### config.mk
export PLATFORM = sky130hd
export DESIGN_NAME = uart_tx
export DESIGN_NICKNAME = d
export VERILOG_FILES = /design/src/rtl/uart_tx.sv
export SDC_FILE = /design/constraint.sdc
export NUM_CORES = 1
export LEC_CHECK = 0
export BUFFER_PORTS_ARGS = -buffer_cell sky130_fd_sc_hd__buf_2
export CORE_MARGIN = 2
export CORE_UTILIZATION = 54
export CTS_BUF_LIST = sky130_fd_sc_hd__clkbuf_4
export CTS_CLUSTER_SIZE = 20
export DETAILED_ROUTE_END_ITERATION = 10
export PLACE_DENSITY = 0.77
export SYNTH_ARGS = -nofsm -noshare
export SYNTH_HDL_FRONTEND = slang
export SYNTH_SLANG_ARGS = --single-unit
### constraint.sdc
create_clock -name clk -period 1.9 [get_ports clk]
set_input_delay 0.285 -clock clk [delete_from_list [all_inputs] [get_ports clk]]
set_output_delay 0.285 -clock clk [all_outputs]
set_load 0.02 [all_outputs]
### src/rtl/uart_tx.sv
// -----------------------------------------------------------------------------
// uart_tx
//
// Serial transmitter for the message-generator chain. Each accepted request
// sends one frame on the line: a start bit (0), eight data bits LSB-first,
// then STOP_BITS stop bits (1). A one-cycle tx_done pulse marks the end of the
// frame so the generator can present its next character.
//
// Parameters
//   CLKS_PER_BIT  clk cycles per bit period (>= 2)
//   STOP_BITS     number of stop bits (1 or 2)
//
// Ports
//   clk         system clock
//   rst         asynchronous reset, active-high
//   tx_start    single-cycle request; tx_msg is captured in the same cycle
//   tx_msg      byte to transmit
//   tx          serial line, idles high (mark)
//   tx_busy     high while a frame is in progress
//   tx_done     one-cycle pulse at frame completion
//   tx_overrun  sticky: a tx_start arrived while busy; cleared only by rst
//
// Handshake: tx_start acts as "valid" and the idle FSM acts as "ready". A
// request is accepted only on a cycle where the FSM is in IDLE (tx_busy low);
// acceptance captures tx_msg. A request on any other cycle is dropped and
// raises tx_overrun. tx_done is the completion strobe; the FSM is already in
// IDLE during that cycle, so a request presented alongside tx_done starts the
// next frame immediately with no extra idle bit.
// -----------------------------------------------------------------------------
module uart_tx #(
  parameter int CLKS_PER_BIT = 434,
  parameter int STOP_BITS    = 1
) (
  input  logic       clk,
  input  logic       rst,
  input  logic       tx_start,
  input  logic [7:0] tx_msg,
  output logic       tx,
  output logic       tx_busy,
  output logic       tx_done,
  output logic       tx_overrun
);

  localparam int CNT_W = (CLKS_PER_BIT > 1) ? $clog2(CLKS_PER_BIT) : 1;

  localparam logic [CNT_W-1:0] CNT_LAST  = CNT_W'(CLKS_PER_BIT - 1);
  localparam logic [2:0]       DATA_LAST = 3'd7;
  localparam logic [2:0]       STOP_LAST = 3'(STOP_BITS - 1);

  localparam logic [1:0] S_IDLE  = 2'd0;
  localparam logic [1:0] S_START = 2'd1;
  localparam logic [1:0] S_DATA  = 2'd2;
  localparam logic [1:0] S_STOP  = 2'd3;

  logic [1:0]       state;
  logic [CNT_W-1:0] baud_cnt;
  logic [2:0]       bit_idx;   // data bit index in DATA, stop bit index in STOP
  logic [7:0]       shift_reg;

  wire bit_end = (baud_cnt == CNT_LAST);

  // tx is updated on the same edge as the state change, so the line level
  // always matches the state being entered and the output stays registered.
  always_ff @(posedge clk or posedge rst) begin
    if (rst) begin
      state      <= S_IDLE;
      baud_cnt   <= '0;
      bit_idx    <= '0;
      shift_reg  <= '0;
      tx         <= 1'b1;
      tx_busy    <= 1'b0;
      tx_done    <= 1'b0;
      tx_overrun <= 1'b0;
    end else begin
      tx_done <= 1'b0;

      if (tx_start && (state != S_IDLE)) begin
        tx_overrun <= 1'b1;
      end

      case (state)
        S_IDLE: begin
          tx      <= 1'b1;
          tx_busy <= 1'b0;
          if (tx_start) begin
            shift_reg <= tx_msg;
            baud_cnt  <= '0;
            bit_idx   <= '0;
            tx        <= 1'b0;
            tx_busy   <= 1'b1;
            state     <= S_START;
          end
        end

        S_START: begin
          if (bit_end) begin
            baud_cnt <= '0;
            tx       <= shift_reg[0];
            state    <= S_DATA;
          end else begin
            baud_cnt <= baud_cnt + CNT_W'(1);
          end
        end

        S_DATA: begin
          if (bit_end) begin
            baud_cnt <= '0;
            if (bit_idx == DATA_LAST) begin
              bit_idx <= '0;
              tx      <= 1'b1;
              state   <= S_STOP;
            end else begin
              bit_idx   <= bit_idx + 3'd1;
              shift_reg <= shift_reg >> 1;
              // Next bit is presented now, ahead of the shift landing.
              tx        <= shift_reg[1];
            end
          end else begin
            baud_cnt <= baud_cnt + CNT_W'(1);
          end
        end

        S_STOP: begin
          tx <= 1'b1;
          if (bit_end) begin
            baud_cnt <= '0;
            if (bit_idx == STOP_LAST) begin
              bit_idx <= '0;
              tx_busy <= 1'b0;
              tx_done <= 1'b1;
              state   <= S_IDLE;
            end else begin
              bit_idx <= bit_idx + 3'd1;
            end
          end else begin
            baud_cnt <= baud_cnt + CNT_W'(1);
          end
        end

        default: begin
          state    <= S_IDLE;
          baud_cnt <= '0;
          bit_idx  <= '0;
          tx       <= 1'b1;
          tx_busy  <= 1'b0;
        end
      endcase
    end
  end

endmodule

[Word level (Yosys, flattened, before mapping)]
Cells that the tools add are included.
Storage, ports and cells
  register bits after elaboration: 26
  output and inout port bits: 4
Cells by class
  $add $sub $neg: 2
  equal/unequal tests: 12
  muxes and demuxes: 32
  reduce and logical (&&, ||, !) cells: 13
Operators with widths (number)
  2-to-1 mux 8 bit: 3
  2-to-1 mux 9 bit: 2
  one-hot mux 9 bit (2 select lines): 1
  one-hot mux 8 bit (2 select lines): 1
  2-to-1 mux 3 bit: 5
  != test 2 bit (second input constant): 7
  2-to-1 mux 2 bit: 6
  2-to-1 mux 1 bit: 10
  adder 9 x 1 -> 9 bit (second input constant): 1
  equality test 9 bit (second input constant): 1
  one-hot mux 3 bit (3 select lines): 1
  one-hot mux 2 bit (4 select lines): 1
  AND reduction 4 bit: 2
  AND reduction 6 bit: 1
  nonzero test 2 bit: 3
  equality test 2 bit (second input constant): 2
  one-hot mux 1 bit (4 select lines): 1
  adder 3 x 1 -> 3 bit (second input constant): 1
  equality test 3 bit (second input constant): 1
  zero test 3 bit: 1
  AND reduction 3 bit: 1
  nonzero test 3 bit: 1
  OR reduction 3 bit: 1
  equality test 2 x 1 -> 1 bit (second input constant): 1
  other kinds (4): 4

[Longest topological paths before layout]
Gate-level depths: netlist of the first run.
  depth in word-level cells: 4
  gate-level depth with buffers: 9
  depth with buffers taken out: 6

[Worst setup path after synthesis of the first run]
OpenSTA, ideal clock, no wires.
  path kind: register -> register
  from: reg state[0]
  to: reg shift_reg[0]
  setup time: 0.129 ns
  arrival time: 1.804 ns
  path slack: -0.034 ns
  cell stages (with the launch flop): 10
  buffers on the path: 3
  cell sequence: dfrtp_1 -> inv_1 -> ha_1 -> nor2b_1 -> buf_2 -> or4b_1 -> buf_2 -> buf_6 -> o32ai_1 -> a21oi_1
On the way
  cells in the longest elaborated chain, start to end: 3
  elaborated cells between the ends (all ways): 8
  those cells by class: 4 x eq/ne; 1 x mux; 3 x reduce/logical
Ends and longest elaborated chain
  from (decl): line 55  | logic [1:0] state;
  from (signal assigned): line 66  | state <= S_IDLE;
  from (signal assigned): line 91  | state <= S_START;
  from (signal assigned): line 99  | state <= S_DATA;
  equality test 2 bit or zero test 2 bit (tied branches): line 81  | case (state)
  != test 2 bit (no line) or nonzero test 2 bit (tied branches)
  AND reduction 4 bit (no line)
  to (signal assigned): line 86  | shift_reg <= tx_msg;
  to (signal assigned): line 114  | shift_reg <= shift_reg >> 1;
  to (decl): line 58  | logic [7:0] shift_reg;
Several ways; a longest one is shown, not always the timed one.
A chain may end at the register's enable or synchronous reset.

[Final worst setup path of the first run]
  from: reg state[1]
  to: reg shift_reg[5]
Same word-level chain as after synthesis.

==> impl_metrics.toml, run 1 <==
[yosys]
syn_area_mm2 = 0.00148
synth_flop_cell = "dfrtp_1"
async_flop_share_pct = 100
synth_seq_cells = 26
syn_inst = 153
syn_avg_cell_area_um2 = 9.69
synth-seq-area-share_pct = 44.0
synth_xor_area_share_pct = 0
synthSimpleGateAreaFrac_pct = 15.5
synth_edf_count = 0
yosysUniqueCellTypes = 43
ys.warnings.count = 0
synth_top_family_by_area = "compound AO/OA/AOI/OAI gates"
synthMuxAreaShare_pct = 2.87
synthAdderAreaFrac_pct = 8.44
synthesis.nets = 174
synth_compound_area_share_pct = 23.8

[grt]
grt_pass1_wl_mm = 5.79
grt_max_degree = 17
antenna_found_initial = 0
grt_usage_pct = 22.9
overflow = 0
grt_pass1_vias = 1314

[detailed_routing]
drt-total-wl_mm = 3.65
vias_per_cell = 6.34
routedWlPerCell_um = 17.1
vias = 1357
antenna_left = 0
drtPass1Iterations = 4
drtIter0Drc = 61
drcViolationCount = 0

[floorplanning]
start_util_pct = 55.2
core_mm2 = 0.00269
ioPinCount = 15
die_h_um = 56.4
dieArea_mm2 = 0.00318
row_count = 19
die-width_um = 56.4

[timing]
fmax_mhz = 535
finalSetupViolCount = 0
fin_crit_sh_pct = 98.5
tightest_slew_ps = 505
slew_violations = 0
fin_skew_ps = 5.91
slew_headroom_pct = 66.2
fin_crit_ps = 1870
hold_viol = 0

[worst_setup_path]
ff2ff_path_depth = 7
worstSetupPathType = "flop to flop"
endpoint_kind = "flop"
worst_setup_path_start_kind = "flop"
crit_fanout = 7
required_ps = 2110
reg2reg_to = "shift_reg[5]"
r2r_slack_ps = 30
r2r_start = "state[1]"
worstPathArrival_ps = 2090

[final_layout]
nets = 205
design_area_mm2 = 0.00187
layout_common_cells = "dfrtp_1 (25), buf_4 (17), o21ai_0 (15)"
fill_cells = 198
ff_latch_area_um2 = 652
mostFrequentLayoutCell = "dfrtp_1"
syn_to_final_growth_pct = 25.9
largest_reg_flops = 9
post-route-util_pct = 69.5
antenna_cells = 0
drive_above_1_share_pct = 33.3
multi_input_area_um2 = 865

[placed_design]
dp_hpwl_mm = 2.41
io_buffer_count = 14
gp_congestion = 0.889
post_dp_cell_area_mm2 = 0.00164

[run_status]
outcome = "complete, no violations"

[clocking]
cts-root-buf = "clkbuf_4"
insertion_delay_ps = 320
cts.htree.levels = 1
clock-sinks = 26
cts_made_buffers = 3
clk_pin_slew_ps = 140
cts_tree = "done"
clock_path_buffers = 2

[min_path]
min_from = "tx_msg[7]"
hold_depth = 3
hp-class = "primary input to flop"
min_delay_worst_endpoint = "shift_reg[7]"

[power]
ir_drop_uv = 442
p_leak_nw = 0.800
powerDensity_mw_per_mm2 = 441

[flow_run]
cap_violations = 0
## worst max-delay path by stage
stage	from	to	slack, ps	cells after the start
floorplan	state[0]	shift_reg[0]	0.5	9
global placement	bit_idx[0]	shift_reg[5]	60	7
detailed placement	bit_idx[0]	shift_reg[1]	-80	7
CTS	bit_idx[0]	shift_reg[1]	0.5	7
global route	baud_cnt[1]	shift_reg[2]	-30	7
finish	state[1]	shift_reg[5]	30	7
## stage by stage
stage,setup TNS (ps),cells,power [mW],setup WS (ps),hold WS [ps]
after detailed placement,-282,202,0.590,-79.8,289
after floorplan,0,153,0.572,0.471,324
after global routing,-103,214,0.856,-25.6,192
after global placement,0,202,0.589,55.5,280
after CTS,0,209,0.830,0.479,186
final,0,214,0.823,29.4,195
## Yosys cell counts (2+ instances only)
cell type	n	area share [%]
a211oi_1	2	1.0
a21o_1	2	1.0
a21oi_1	11	3.7
a22oi_1	2	1.0
a31oi_1	3	1.3
buf_2	3	1.0
clkbuf_1	2	0.51
dfrtp_1	25	42
ha_1	10	8.4
inv_1	9	2.3
mux2_2	2	1.5
mux2i_1	2	1.4
nand2_1	4	1.0
nand2b_1	4	1.7
nand3_1	3	1.0
nand4_1	3	1.3
nor2_1	13	3.3
nor2b_1	2	0.84
nor3_1	2	0.68
o211ai_1	2	1.0
o21ai_0	15	5.1
o22ai_1	2	0.84
o31ai_1	3	1.5
o32ai_1	7	4.1
or2_2	2	0.84
## routing by layer
metal | vias to the layer above | GRT usage (%) | share of wire [%] | wire, µm
met5 | - | 0 | 0 | 0
met4 | 0 | 8.84 | 1.1 | 39
met3 | 6 | 2.53 | 7.0 | 254
met2 | 65 | 39.0 | 51 | 1860
met1 | 653 | 29.8 | 41 | 1500
li1 | 633 | - | - | -
## cell type report
type,instances,share of cell area (%)
Multi-Input combinational cell,110,46.3
Sequential cell,26,34.9
Timing Repair Buffer,34,13.3
Tap cell,31,2.08
Inverter,9,2.01
Clock buffer,3,1.21
Clock inverter,1,0.201
## power by group
part           internal [mW]         switching [mW]
Combinational         0.0104                 0.0185
Clock                 0.0768                  0.164
Sequential             0.554  0.0000000000000000567
## kinds of logic (layout without fill, tap and decap cells)
group	count (synthesis)	count (layout)
AND/OR/NAND/NOR	42	42
buffers and inverters	17	47
AO/OA/AOI/OAI	54	54
multiplexers	4	4
flip-flops	26	26
adder cells (fa/ha/maj)	10	10
## critical path, cell delays in order, from the launching register on
cell and delay, ps:
dfrtp_1 460, inv_2 80, ha_4 170, nor2b_4 120, or4b_4 570, buf_8 170, o32ai_1 130, a21oi_1 70
## repair_timing
item,4_1_cts,5_1_grt
cloned,0,1
setup endpoints to repair,7,11
endpoints found under the hold margin,9,0
hold buffers,1,0
resized for setup,2,21
buffers inserted,2,4
pin swaps,0,2
Power figures use the tool's default switching activity.
==> inputs of run 2 (changes only) <==
ABC_AREA = 1   (was default)
CORE_UTILIZATION = 55   (was 54)
PLACE_DENSITY = 0.78   (was 0.77)
==> run 2 against run 1 <==
First-iteration DRC count is 61% lower; sequential power increased by 61%; setup slack gained 180 ps; utilization shrank 3.7 points; synthesized cell count increased by 18%; maximum frequency increased by 11%; synthesized area increased by 1.5%; via count fell by 11%; sequential share of layout area rose by 4.0 points; register-to-register slack gained 180 ps; clock power grew 59%; largest cell class unchanged.
==> impl_metrics.toml, run 2 <==
[run_status]
outcome = "complete, no violations"

[yosys]
yosysUniqueCellTypes = 26
yosysTopAreaCellShare_pct = 41.6
syn_inst = 180
synth_area_leaders = "dfrtp_1 (42%), nand2_1 (14%), ha_1 (8.3%), o21ai_2 (5.2%), inv_1 (4.7%)"
syn_area_mm2 = 0.00151
synthesis.nets = 201
ys.warnings.count = 0
synth.most_common_cell = "nand2_1"
async_flop_share_pct = 100
syn_avg_cell_area_um2 = 8.36
synth_edf_count = 0
synth-seq-area-share_pct = 43.3
synth_seq_cells = 26
synth_common_cells = "nand2_1 (55), dfrtp_1 (25), inv_1 (19)"
yosysTopAreaCell = "dfrtp_1"
synth_flop_cell = "dfrtp_1"

[final_layout]
syn_to_final_growth_pct = 11.2
multi_input_area_um2 = 751
drive_above_1_share_pct = 18.6
mostFrequentLayoutCell = "nand2_1"
layout_common_cells = "nand2_1 (55), dfrtp_1 (25), inv_1 (19)"
nets = 221
antenna_cells = 0
fill_cells = 227
largest_reg_flops = 9
ff_latch_area_um2 = 652
design_area_mm2 = 0.00167

[worst_setup_path]
worstSetupPathType = "flop to flop"
slowest_stage = "dfrtp_1"
worstPathArrival_ps = 1930
cp_cell_sequence = "ha_1 -> ha_1 -> or2_1 -> o21ai_2 -> nand3_4 -> nand2_1 -> o21ai_2"
endpoint_kind = "flop"
crit_fanout = 16
required_ps = 2140
crit_path_max_incr_delay_ps = 430
worst_setup_path_start_kind = "flop"

[placed_design]
io_buffer_count = 14
gp_congestion = 0.776
dp_hpwl_mm = 2.09
post_dp_cell_area_mm2 = 0.00161

[detailed_routing]
vias_per_cell = 5.28
drtPass1Iterations = 4
antenna_left = 0
drcViolationCount = 0
drtIter0Drc = 24
drt-total-wl_mm = 2.77
vias = 1210
routedWlPerCell_um = 12.1

[grt]
grt_usage_pct = 20.0
grt_max_degree = 27
antenna_found_initial = 0
overflow = 0
grt_pass1_wl_mm = 4.98
grt_pass1_vias = 1209

[timing]
holdWs_ps = 184
fin_crit_ps = 1690
fmax_mhz = 592
slew_headroom_pct = 78.2
slew_violations = 0
fin_skew_ps = 15.2
tns_ps = 0
finalSetupViolCount = 0
tightest_slew_ps = 327
hold_viol = 0
grt_setup_unrepaired = "false"
fin_crit_sh_pct = 89.0

[clocking]
clock-sinks = 26
insertion_delay_ps = 330
cts_tree = "done"
cts_made_buffers = 3
clock_path_buffers = 2
cts.htree.levels = 1
cts-root-buf = "clkbuf_4"
clk_pin_slew_ps = 150
cts_setup_buffers = 0

[flow_run]
cap_violations = 0

[power]
p_leak_nw = 0.858
ir_drop_uv = 1110
powerDensity_mw_per_mm2 = 1510
report.power.total_mw = 2.52

[floorplanning]
core_mm2 = 0.00254
dieArea_mm2 = 0.00317
row_count = 18
die-width_um = 56.3
ioPinCount = 15
die_h_um = 56.3
start_util_pct = 59.1

[min_path]
hp-class = "primary input to flop"
run 2: changes by cell type after synthesis, sizes merged, moves of 5 or more:
cell / delta
a21oi: -9
inv: +14
mux2i: +5
nand2: +51
nand3: +7
nor2: -5
o21ai: +7
o32ai: -7
run 2: worst max-delay path, delay by kind of cell (launching register included):
kind,cells,cell delay [ps]
adders and majority gates,2,410
and+or+nand+nor,3,620
DFF,1,430
AOI/OAI and AO/OA,2,150
run 2: cell families after synthesis:
group	count (synthesis)	synth area share, %
DFF	26	43.3
buffers and inverters	25	6.82
and+or+nand+nor	78	21.9
muxes	7	4.66
xor gates and xnor gates	3	1.75
AOI/OAI and AO/OA	31	13.3
adders and majority gates	10	8.31
run 2: path summary, 6_finish.rpt:
kind | start | endpoint | slack (ps) | cells after the start
max in group asynchronous | rst | tx | 1070 | 4
worst max register to register | bit_idx[0] | shift_reg[1] | 210 | 7
worst max-delay path | bit_idx[0] | shift_reg[1] | 210 | 7
min in group asynchronous | rst | shift_reg[5] | 520 | 4
worst min-delay path | tx_msg[7] | shift_reg[7] | 180 | 3
worst min register to register | shift_reg[4] | shift_reg[4] | 500 | 2
run 2: layer usage:
layer  track usage (%)  routed length, µm
met4              9.18                 44
met1              24.8               1260
met2              34.5               1390
met5                 0                  0
met3              2.76                 71
run 2: per-stage QoR:
step / setup WS, ps / cells / utilization [%]
5_1_grt: 11.4 / 229 / 65.8
4_1_cts: 204 / 229 / 65.8
3_3_place_gp: 271 / 224 / 63.3
6_report: 210 / 229 / 65.8
2_1_floorplan: 292 / 180 / -
3_5_place_dp: 208 / 224 / 63.3
run 2: where the power goes:
part           leakage [nW]  switching [mW]  total (mW)  internal [mW]
registers             0.332           0.140       0.893          0.753
clock network        0.0279           0.170       0.384          0.214
logic                 0.498           0.772        1.24          0.472
total                 0.858            1.08        2.52           1.44
run 2: cell type report:
type                    instances  share of cell area [%]
flip-flops and latches         26                    38.9
clock buffers                   3                    1.35
clock inverters                 1                    1.79
multi-input cells             129                    44.8
repair buffers                 17                    5.68
well taps                      30                    2.24
inverters                      23                    5.16
run 2: timing repair:
| action | CTS | global route |
|---|---|---|
| hold buffers | 1 | 0 |
| resized for setup | 0 | 0 |
| hold endpoints to repair | 25 | 0 |
